### src/rtl/ram_burst_ctrl_if.sv
// Bus bundle for ram_burst_ctrl: command, write stream, read stream and RAM pins.
interface ram_burst_ctrl_if #(
    parameter int unsigned DATA_W = 8,
    parameter int unsigned ADDR_W = 6
);

    // Command
    logic              start;
    logic              rw;
    logic [ADDR_W-1:0] start_addr;
    logic [ADDR_W:0]   len;
    logic              busy;
    logic              done;

    // Write stream (producer -> RAM)
    logic              s_valid;
    logic              s_ready;
    logic [DATA_W-1:0] s_data;

    // Read stream (RAM -> consumer)
    logic              m_valid;
    logic              m_ready;
    logic [DATA_W-1:0] m_data;

    // RAM pins
    logic [ADDR_W-1:0] ram_addr;
    logic              ram_we;
    logic [DATA_W-1:0] ram_wdata;
    logic [DATA_W-1:0] ram_rdata;

    // Controller view
    modport slave (
        input  start, rw, start_addr, len,
        input  s_valid, s_data,
        input  m_ready,
        input  ram_rdata,
        output busy, done,
        output s_ready,
        output m_valid, m_data,
        output ram_addr, ram_we, ram_wdata
    );

    // Environment view (command source, stream endpoints, RAM)
    modport master (
        output start, rw, start_addr, len,
        output s_valid, s_data,
        output m_ready,
        output ram_rdata,
        input  busy, done,
        input  s_ready,
        input  m_valid, m_data,
        input  ram_addr, ram_we, ram_wdata
    );

endinterface

### src/rtl/ram_burst_ctrl.sv
// Burst initiator for a single-port RAM: turns a start command into a run of
// consecutive, wrapping accesses fed from / drained to valid-ready streams.
module ram_burst_ctrl #(
    parameter int unsigned DATA_W = 8,
    parameter int unsigned ADDR_W = 6
) (
    input  logic            clk,
    input  logic            rst_n,
    ram_burst_ctrl_if.slave bus
);

    localparam int unsigned DEPTH = 1 << ADDR_W;
    localparam int unsigned LEN_W = ADDR_W + 1;

    typedef enum logic [1:0] {
        ST_IDLE  = 2'd0,
        ST_WRITE = 2'd1,
        ST_READ  = 2'd2
    } state_t;

    state_t            state;
    logic [ADDR_W-1:0] ptr;
    logic [LEN_W-1:0]  rem;
    logic              busy_q;
    logic              done_q;
    logic              s_ready_q;
    logic              m_valid_q;
    logic [DATA_W-1:0] m_data_q;

    logic [LEN_W-1:0]  len_eff_c;
    logic              w_beat_c;
    logic              m_take_c;
    logic              m_load_c;

    // Requested length clamped to the RAM depth
    assign len_eff_c = (bus.len > LEN_W'(DEPTH)) ? LEN_W'(DEPTH) : bus.len;

    // A write beat lands on every WRITE cycle the producer offers data
    assign w_beat_c = (state == ST_WRITE) && bus.s_valid;

    // Consumer accepts the beat currently held in the output register
    assign m_take_c = m_valid_q && bus.m_ready;

    // Output register may refill when empty or draining, while beats remain
    assign m_load_c = (state == ST_READ) && (!m_valid_q || bus.m_ready) && (rem != '0);

    // Burst sequencing, address/beat counters and registered stream outputs
    always_ff @(posedge clk or negedge rst_n) begin
        if (!rst_n) begin
            state     <= ST_IDLE;
            ptr       <= '0;
            rem       <= '0;
            busy_q    <= 1'b0;
            done_q    <= 1'b0;
            s_ready_q <= 1'b0;
            m_valid_q <= 1'b0;
            m_data_q  <= '0;
        end else begin
            done_q <= 1'b0;
            case (state)
                ST_IDLE: begin
                    if (bus.start) begin
                        if (len_eff_c == '0) begin
                            done_q <= 1'b1;
                        end else begin
                            ptr    <= bus.start_addr;
                            rem    <= len_eff_c;
                            busy_q <= 1'b1;
                            if (bus.rw) begin
                                state     <= ST_WRITE;
                                s_ready_q <= 1'b1;
                            end else begin
                                state <= ST_READ;
                            end
                        end
                    end
                end

                ST_WRITE: begin
                    if (bus.s_valid) begin
                        ptr <= ptr + ADDR_W'(1);
                        rem <= rem - LEN_W'(1);
                        if (rem == LEN_W'(1)) begin
                            state     <= ST_IDLE;
                            busy_q    <= 1'b0;
                            s_ready_q <= 1'b0;
                            done_q    <= 1'b1;
                        end
                    end
                end

                ST_READ: begin
                    if (m_load_c) begin
                        m_data_q  <= bus.ram_rdata;
                        m_valid_q <= 1'b1;
                        ptr       <= ptr + ADDR_W'(1);
                        rem       <= rem - LEN_W'(1);
                    end else if (m_take_c) begin
                        m_valid_q <= 1'b0;
                    end
                    if ((rem == '0) && m_take_c) begin
                        state  <= ST_IDLE;
                        busy_q <= 1'b0;
                        done_q <= 1'b1;
                    end
                end

                default: begin
                    state     <= ST_IDLE;
                    busy_q    <= 1'b0;
                    s_ready_q <= 1'b0;
                    m_valid_q <= 1'b0;
                end
            endcase
        end
    end

    // Drive the bus from the registered state; write strobe follows s_valid
    assign bus.busy      = busy_q;
    assign bus.done      = done_q;
    assign bus.s_ready   = s_ready_q;
    assign bus.m_valid   = m_valid_q;
    assign bus.m_data    = m_data_q;
    assign bus.ram_addr  = ptr;
    assign bus.ram_we    = w_beat_c;
    assign bus.ram_wdata = bus.s_data;

endmodule

### src/flat_wrapper.sv
// flat-port wrapper written by rule: the top's interface ports become plain ports
module ram_burst_ctrl_flat 
#(
    parameter int unsigned DATA_W = 8,
    parameter int unsigned ADDR_W = 6
)
  (clk, rst_n, bus_start, bus_rw, bus_start_addr, bus_len, bus_s_valid, bus_s_data, bus_m_ready, bus_ram_rdata, bus_busy, bus_done, bus_s_ready, bus_m_valid, bus_m_data, bus_ram_addr, bus_ram_we, bus_ram_wdata);
  ram_burst_ctrl_if #(.DATA_W(DATA_W), .ADDR_W(ADDR_W)) bus_i ();
  input  logic clk;
  input  logic rst_n;
  input wire logic [$bits(bus_i.start)-1:0] bus_start;
  input wire logic [$bits(bus_i.rw)-1:0] bus_rw;
  input wire logic [$bits(bus_i.start_addr)-1:0] bus_start_addr;
  input wire logic [$bits(bus_i.len)-1:0] bus_len;
  input wire logic [$bits(bus_i.s_valid)-1:0] bus_s_valid;
  input wire logic [$bits(bus_i.s_data)-1:0] bus_s_data;
  input wire logic [$bits(bus_i.m_ready)-1:0] bus_m_ready;
  input wire logic [$bits(bus_i.ram_rdata)-1:0] bus_ram_rdata;
  output wire logic [$bits(bus_i.busy)-1:0] bus_busy;
  output wire logic [$bits(bus_i.done)-1:0] bus_done;
  output wire logic [$bits(bus_i.s_ready)-1:0] bus_s_ready;
  output wire logic [$bits(bus_i.m_valid)-1:0] bus_m_valid;
  output wire logic [$bits(bus_i.m_data)-1:0] bus_m_data;
  output wire logic [$bits(bus_i.ram_addr)-1:0] bus_ram_addr;
  output wire logic [$bits(bus_i.ram_we)-1:0] bus_ram_we;
  output wire logic [$bits(bus_i.ram_wdata)-1:0] bus_ram_wdata;
  assign bus_i.start = bus_start;
  assign bus_i.rw = bus_rw;
  assign bus_i.start_addr = bus_start_addr;
  assign bus_i.len = bus_len;
  assign bus_i.s_valid = bus_s_valid;
  assign bus_i.s_data = bus_s_data;
  assign bus_i.m_ready = bus_m_ready;
  assign bus_i.ram_rdata = bus_ram_rdata;
  assign bus_busy = bus_i.busy;
  assign bus_done = bus_i.done;
  assign bus_s_ready = bus_i.s_ready;
  assign bus_m_valid = bus_i.m_valid;
  assign bus_m_data = bus_i.m_data;
  assign bus_ram_addr = bus_i.ram_addr;
  assign bus_ram_we = bus_i.ram_we;
  assign bus_ram_wdata = bus_i.ram_wdata;
  ram_burst_ctrl #(.DATA_W(DATA_W), .ADDR_W(ADDR_W)) u_core (.clk(clk), .rst_n(rst_n), .bus(bus_i));
endmodule
### config.mk
export PLATFORM = sky130hd
export DESIGN_NAME = ram_burst_ctrl_flat
export DESIGN_NICKNAME = d
export VERILOG_FILES = /design/src/rtl/ram_burst_ctrl_if.sv /design/src/rtl/ram_burst_ctrl.sv /design/src/flat_wrapper.sv
export SDC_FILE = /design/constraint.sdc
export NUM_CORES = 1
export LEC_CHECK = 0
export ABC_CLOCK_PERIOD_IN_PS = 3700
export CAP_MARGIN = 20
export CELL_PAD_IN_SITES_DETAIL_PLACEMENT = 1
export CELL_PAD_IN_SITES_GLOBAL_PLACEMENT = 2
export CORE_UTILIZATION = 29
export DETAILED_ROUTE_END_ITERATION = 10
export GPL_ROUTABILITY_DRIVEN = 1
export PLACE_DENSITY = 0.95
export SLEW_MARGIN = 20
export SYNTH_ARGS = -nofsm -noshare
export SYNTH_HDL_FRONTEND = slang
export SYNTH_SLANG_ARGS = --single-unit
### constraint.sdc
create_clock -name clk -period 3.7 [get_ports clk]
set_input_delay 0.74 -clock clk [delete_from_list [all_inputs] [get_ports clk]]
set_output_delay 0.74 -clock clk [all_outputs]
set_load 0.01 [all_outputs]
Word level (Yosys, flattened, before mapping)
Cells that the tools add are included.
{"block": "op_classes", "add_sub_neg": 2, "magnitude_cmp": 1, "eq_ne": 11, "n_mux": 37, "bitwise_logic": 2, "reduce_logical": 18}
{"op": "7-bit two-way mux", "count": 5}
{"op": "6-bit two-way mux", "count": 4}
{"op": "7-bit case mux with 3 select lines", "count": 1}
{"op": "6-bit case mux with 3 select lines", "count": 1}
{"op": "1-bit two-way mux", "count": 15}
{"op": "7-bit zero test", "count": 2}
{"op": "2-bit two-way mux", "count": 6}
{"op": "2-bit inequality test, second input constant", "count": 6}
{"op": "5-bit AND reduction", "count": 2}
{"op": "1-bit case mux with 3 select lines", "count": 3}
{"op": "7-bit by 1-bit == test with 1-bit output, second input constant", "count": 1}
{"op": "7-bit > comparator, second input constant", "count": 1}
{"op": "7-bit nonzero test", "count": 1}
{"op": "7-bit by 1-bit subtractor with 7-bit output, second input constant", "count": 1}
{"op": "6-bit by 1-bit adder with 6-bit output, second input constant", "count": 1}
{"op": "2-bit case mux with 3 select lines", "count": 1}
{"op": "6-bit AND reduction", "count": 1}
{"op": "1-bit logical AND", "count": 5}
{"op": "2-bit AND reduction", "count": 2}
{"op": "3-bit by 1-bit inequality test with 1-bit output, second input constant", "count": 1}
{"op": "3-bit nonzero test", "count": 1}
{"op": "2-bit by 1-bit == test with 1-bit output, second input constant", "count": 1}
{"op": "2-bit == test, second input constant", "count": 1}
{"op": "2-bit zero test", "count": 1}
{"op": "6 further kinds", "count": 7}
{"block": "totals", "ff_bits": 27, "in_bits": 35, "output_inout_bits": 27, "elab_cells": 79}

Longest topological paths before layout
{"block": "depth", "depth_word": 6, "mapped_depth": 8, "mapped_depth_nobuf": 6}

Worst setup path before layout
OpenSTA, ideal clock, no wires.
{"block": "synth_path", "path_kind": "reg2reg", "start": "reg u_core.state[0]", "end": "reg u_core.rem[1]", "setup_ns": 0.127, "arrival_ns": 1.889, "t_required_ns": 3.573, "path_slack_ns": 1.684, "stages_incl_launch_ff": 8, "n_path_buf": 1, "synth_period_minus_slack_ns": 2.016, "cell_sequence": "dfrtp_1 inv_1 ha_1 nor4b_2 a221oi_4 and2_1 buf_6 mux2_1"}
{"block": "synth_via", "elab_chain_len": 5, "word_cells_on_any_way": 12, "classes_between": "6 x eq/ne; 1 x mux; 5 x reduce/logical"}
{"element": "start: declaration", "line_no": "ram_burst_ctrl.sv:21", "text": "state_t state;"}
{"element": "start signal: assignment", "line_no": "ram_burst_ctrl.sv:50", "text": "state <= ST_IDLE;"}
{"element": "start signal: assignment", "line_no": "ram_burst_ctrl.sv:70", "text": "state <= ST_WRITE;"}
{"element": "start signal: assignment", "line_no": "ram_burst_ctrl.sv:73", "text": "state <= ST_READ;"}
{"element": "2-bit == test", "line_no": "ram_burst_ctrl.sv:45, ram_burst_ctrl.sv:60"}
{"element": "1-bit logical AND (2 in series)", "line_no": "ram_burst_ctrl.sv:45", "text": "assign m_load_c = (state == ST_READ) && (!m_valid_q || bus.m_ready) && (rem != '0);"}
{"element": "2-bit by 1-bit inequality test with 1-bit output (no source line)"}
{"element": "5-bit AND reduction (no source line)"}
{"element": "end signal: assignment", "line_no": "ram_burst_ctrl.sv:67", "text": "rem <= len_eff_c;"}
{"element": "end signal: assignment", "line_no": "ram_burst_ctrl.sv:82", "text": "rem <= rem - LEN_W'(1);"}
{"element": "end signal: assignment", "line_no": "ram_burst_ctrl.sv:97", "text": "rem <= rem - LEN_W'(1);"}
{"element": "end: declaration", "line_no": "ram_burst_ctrl.sv:23", "text": "logic [LEN_W-1:0] rem;"}
Several ways; a longest one is shown, not always the timed one.
A chain may end at the register's enable or synchronous reset.

Worst setup path in the final report
{"block": "layout_path", "start": "in bus_s_valid", "end": "out bus_ram_we"}
{"block": "layout_via", "elab_chain_len": 1}
{"element": "start: declaration", "line_no": "flat_wrapper.sv:15", "text": "input wire logic [$bits(bus_i.s_valid)-1:0] bus_s_valid;"}
{"element": "1-bit logical AND", "line_no": "ram_burst_ctrl.sv:39", "text": "assign w_beat_c = (state == ST_WRITE) && bus.s_valid;"}
{"element": "end: declaration", "line_no": "flat_wrapper.sv:25", "text": "output wire logic [$bits(bus_i.ram_we)-1:0] bus_ram_we;"}
No other way between the ends.

==> metrics.txt <==
status=finished, final reports clean; number of flops mapped to enable cells by yosys=0; Worst Path Class, Setup=input pin to primary output; Critical Path Start Type=input pin; Worst Path Max Fanout=2; vias in the first global route=1539; top cell type's share of synthesized area=about two fifths; worst slack, placed=between 0.8 and 0.9 ns; post-route ant nets=0; core area=5608 um^2; RSZ-0062 raised after global routing=false; H-Tree Level Count=1; via-per-instance ratio=between 5 and 6; ys async rst share=100.0%; fmax=between 0.3 and 0.4 GHz; Worst Hold Class=register to register; CTS max path bufs=2; DP HPWL=approximately 3.3 mm; CTS tree=done; Pins Over Slew Limit=0; sequential element share of the synthesized area=39.30%; Worst VDD drop=roughly 0.35 mV; Placed Cells=roughly 270; slowest stage delay, CP=0.54 ns; number of hold violations in the final report=0; WL final=roughly 4.5 mm; WP data required=between 2 and 3 ns; flops & latches, synth=27; minimum clock period=~2.6 ns; register share of total power=between 30% and 40%; Avg WL per Cell=roughly 16 um; power density cells=848.7 nW/um^2; GPL Wtd Cong=0.7697; clock share of power=about 9.2%; FILL cells=around 660; Setup Skew=roughly 0.0025 ns; GRT Overall Usage=about 15%; period utilisation layout=a little under three quarters; measured slew at the worst slew-check pin=0.6895 ns; Rel. slew slack=approximately 54%; Mean Syn Cell Area=around 10 um^2; root buf cell=clkbuf_8; initial DRC count=82; final worst slack=about 1.1 ns; internal cell power=1058 uW; number of diodes=0; cell row count=27; Initial Utilization=30.66%; largest net degree at the start of global routing=28; top post-synthesis cells by area=dfrtp_1 (39%), ha_1 (5.1%), a21oi_1 (3.5%), buf_4 (3.5%), inv_1 (3.3%); die height=slightly below 80 um; via count=approximately 1.4k; cell count after synthesis=approximately 170; worst reg2reg path depth=7; Hold Crit Depth=1; Sink Count=27; leakage=approximately 0.0009 uW; sw power=approximately 830 uW; area grow syn2layout=29.26%; Die W=a little under 80 um; TritonRoute pass-1 iters=4; Setup Viol. Count Final=0; syn nets=between 200 and 250; Residual DRC=0; Critical Path Sink Type=primary output; initial antenna violation count=0; setup_tns=0 ns; first-pass GRT wire length=around 7.5 mm; CP cell instances=clkdlybuf4s50_1 -> and2_1 -> clkdlybuf4s50_1; clk_lat worst skew=0.27 ns; cell taking the most area after synthesis=dfrtp_1; Post-synth top flop=dfrtp_1; cell mode on critical path=clkdlybuf4s50_1; total grt overflow=0; Slowest-stage cell, CP=clkdlybuf4s50_1; number of port buffers=45; Yosys cell types=46; # Max-Cap Violations=0; nets=~250; num ports=62; Synth warnings=0; postcts setup bufs=0; CTS clk-pin slew, worst paths=0.09 ns; switch share=a little over two fifths; synthesized area=about 1700 um^2; Worst path depth=3; count leader, synth=dfrtp_1; worst path buffer plus inverter count=2; most frequent cells after synthesis=dfrtp_1 (27), inv_1 (15), a21oi_1 (12); combinational power share=about three fifths; family with the most delay on the worst path=buffers and inverters; share of cells above drive strength 1=around 8.8%; Post-CTS Resized=0; post-route insts no fill=roughly 280; Inserted Clock Buffers=3; # hold bufs at CTS=0; Die ar.=about 6200 um^2; Arr. time, crit path=around 1.9 ns
==> power by group through the flow <==
stage                     combinational [uW]  clock [uW]  sequential, uW
after global routing                    1250         193             607
final                                   1130         173             585
after CTS                               1140         184             585
after global placement                  1110           0             582
after detailed placement                1140           0             590
after floorplan                          723           0             604
==> layer usage <==
metal / routed length, um / track usage [%]
met4: 15 / 1.818
met2: 2151 / 26.29
met3: 164 / 2.759
met1: 2179 / 20.50
met5: 0 / 0
==> worst register-to-register path, delay by kind of cell, from the launching register on <==
family	cells	cell delay [ns]
AO/OA/AOI/OAI	1	0.28
adder cells (fa/ha/maj)	1	0.31
buffers and inverters	2	0.35
flip-flops	1	0.40
multiplexers	1	0.37
AND/OR/NAND/NOR	2	0.64
==> registers in the layout, summed over array words and instances, names as in the netlist <==
register	cells
u_core.bus.s_ready	1
u_core.bus.done	1
u_core.bus.ram_addr	6
u_core.rem	7
u_core.state	2
u_core.bus.busy	1
u_core.bus.m_valid	1
u_core.bus.m_data	8
==> cells in the final DEF (no fill, tap or decap), drive strengths merged, types with 2 or more instances in the layout <==
cell type	instances
a21oi	12
a221oi	2
a31oi	6
a41oi	4
and2	2
and3	4
buf	3
clkbuf	4
clkdlybuf4s50	45
dfrtp	27
ha	7
inv	15
mux2	10
mux2i	3
nand2	7
nand2b	2
nand3	9
nand4	2
nor2	6
nor2b	2
nor3	3
nor4	3
nor4b	2
o211ai	5
o2bb2ai	3
o31ai	3
o41ai	2
==> kinds of logic after synthesis <==
logic type | count (synthesis) | synth area share (%)
and+or+nand+nor | 46 | 15.50
AOI/OAI and AO/OA | 45 | 22.20
buffers and inverters | 30 | 9.388
DFF | 27 | 39.30
muxes | 13 | 8.515
adders and majority gates | 7 | 5.094
==> area by class of cell <==
class | count | area (um^2) | share of cell area (%)
inverter | 15 | 56.30 | 2.534
sequential | 27 | 675.6 | 30.41
timing repair buffer | 48 | 473.0 | 21.28
tap | 72 | 90.09 | 4.054
multi-input combinational | 111 | 882.1 | 39.70
clock buffer | 4 | 45.04 | 2.027
==> final timing paths <==
check	slack (ns)	endpoint	start
worst max-delay path	1.06	bus_ram_we	bus_s_valid
worst min-delay path	0.51	u_core.bus.m_data[1]	u_core.bus.m_data[1]
worst max register to register	1.24	u_core.rem[1]	u_core.state[0]
worst min register to register	0.51	u_core.bus.m_data[1]	u_core.bus.m_data[1]
max in group asynchronous	2.58	u_core.bus.m_data[5]	rst_n
min in group asynchronous	0.85	u_core.rem[3]	rst_n
==> through the flow <==
stage	power, uW	utilization, %	hold slack [ns]	instance area (um^2)
6_report	1886	39.63	0.5051	2222
5_1_grt	2047	39.63	0.5301	2222
4_1_cts	1911	39.63	0.5110	2222
3_5_place_dp	1727	38.82	0.4850	2177
3_3_place_gp	1693	38.82	0.4749	2177
2_1_floorplan	1327	-	0.4444	1719
Power figures use the tool's default switching activity.
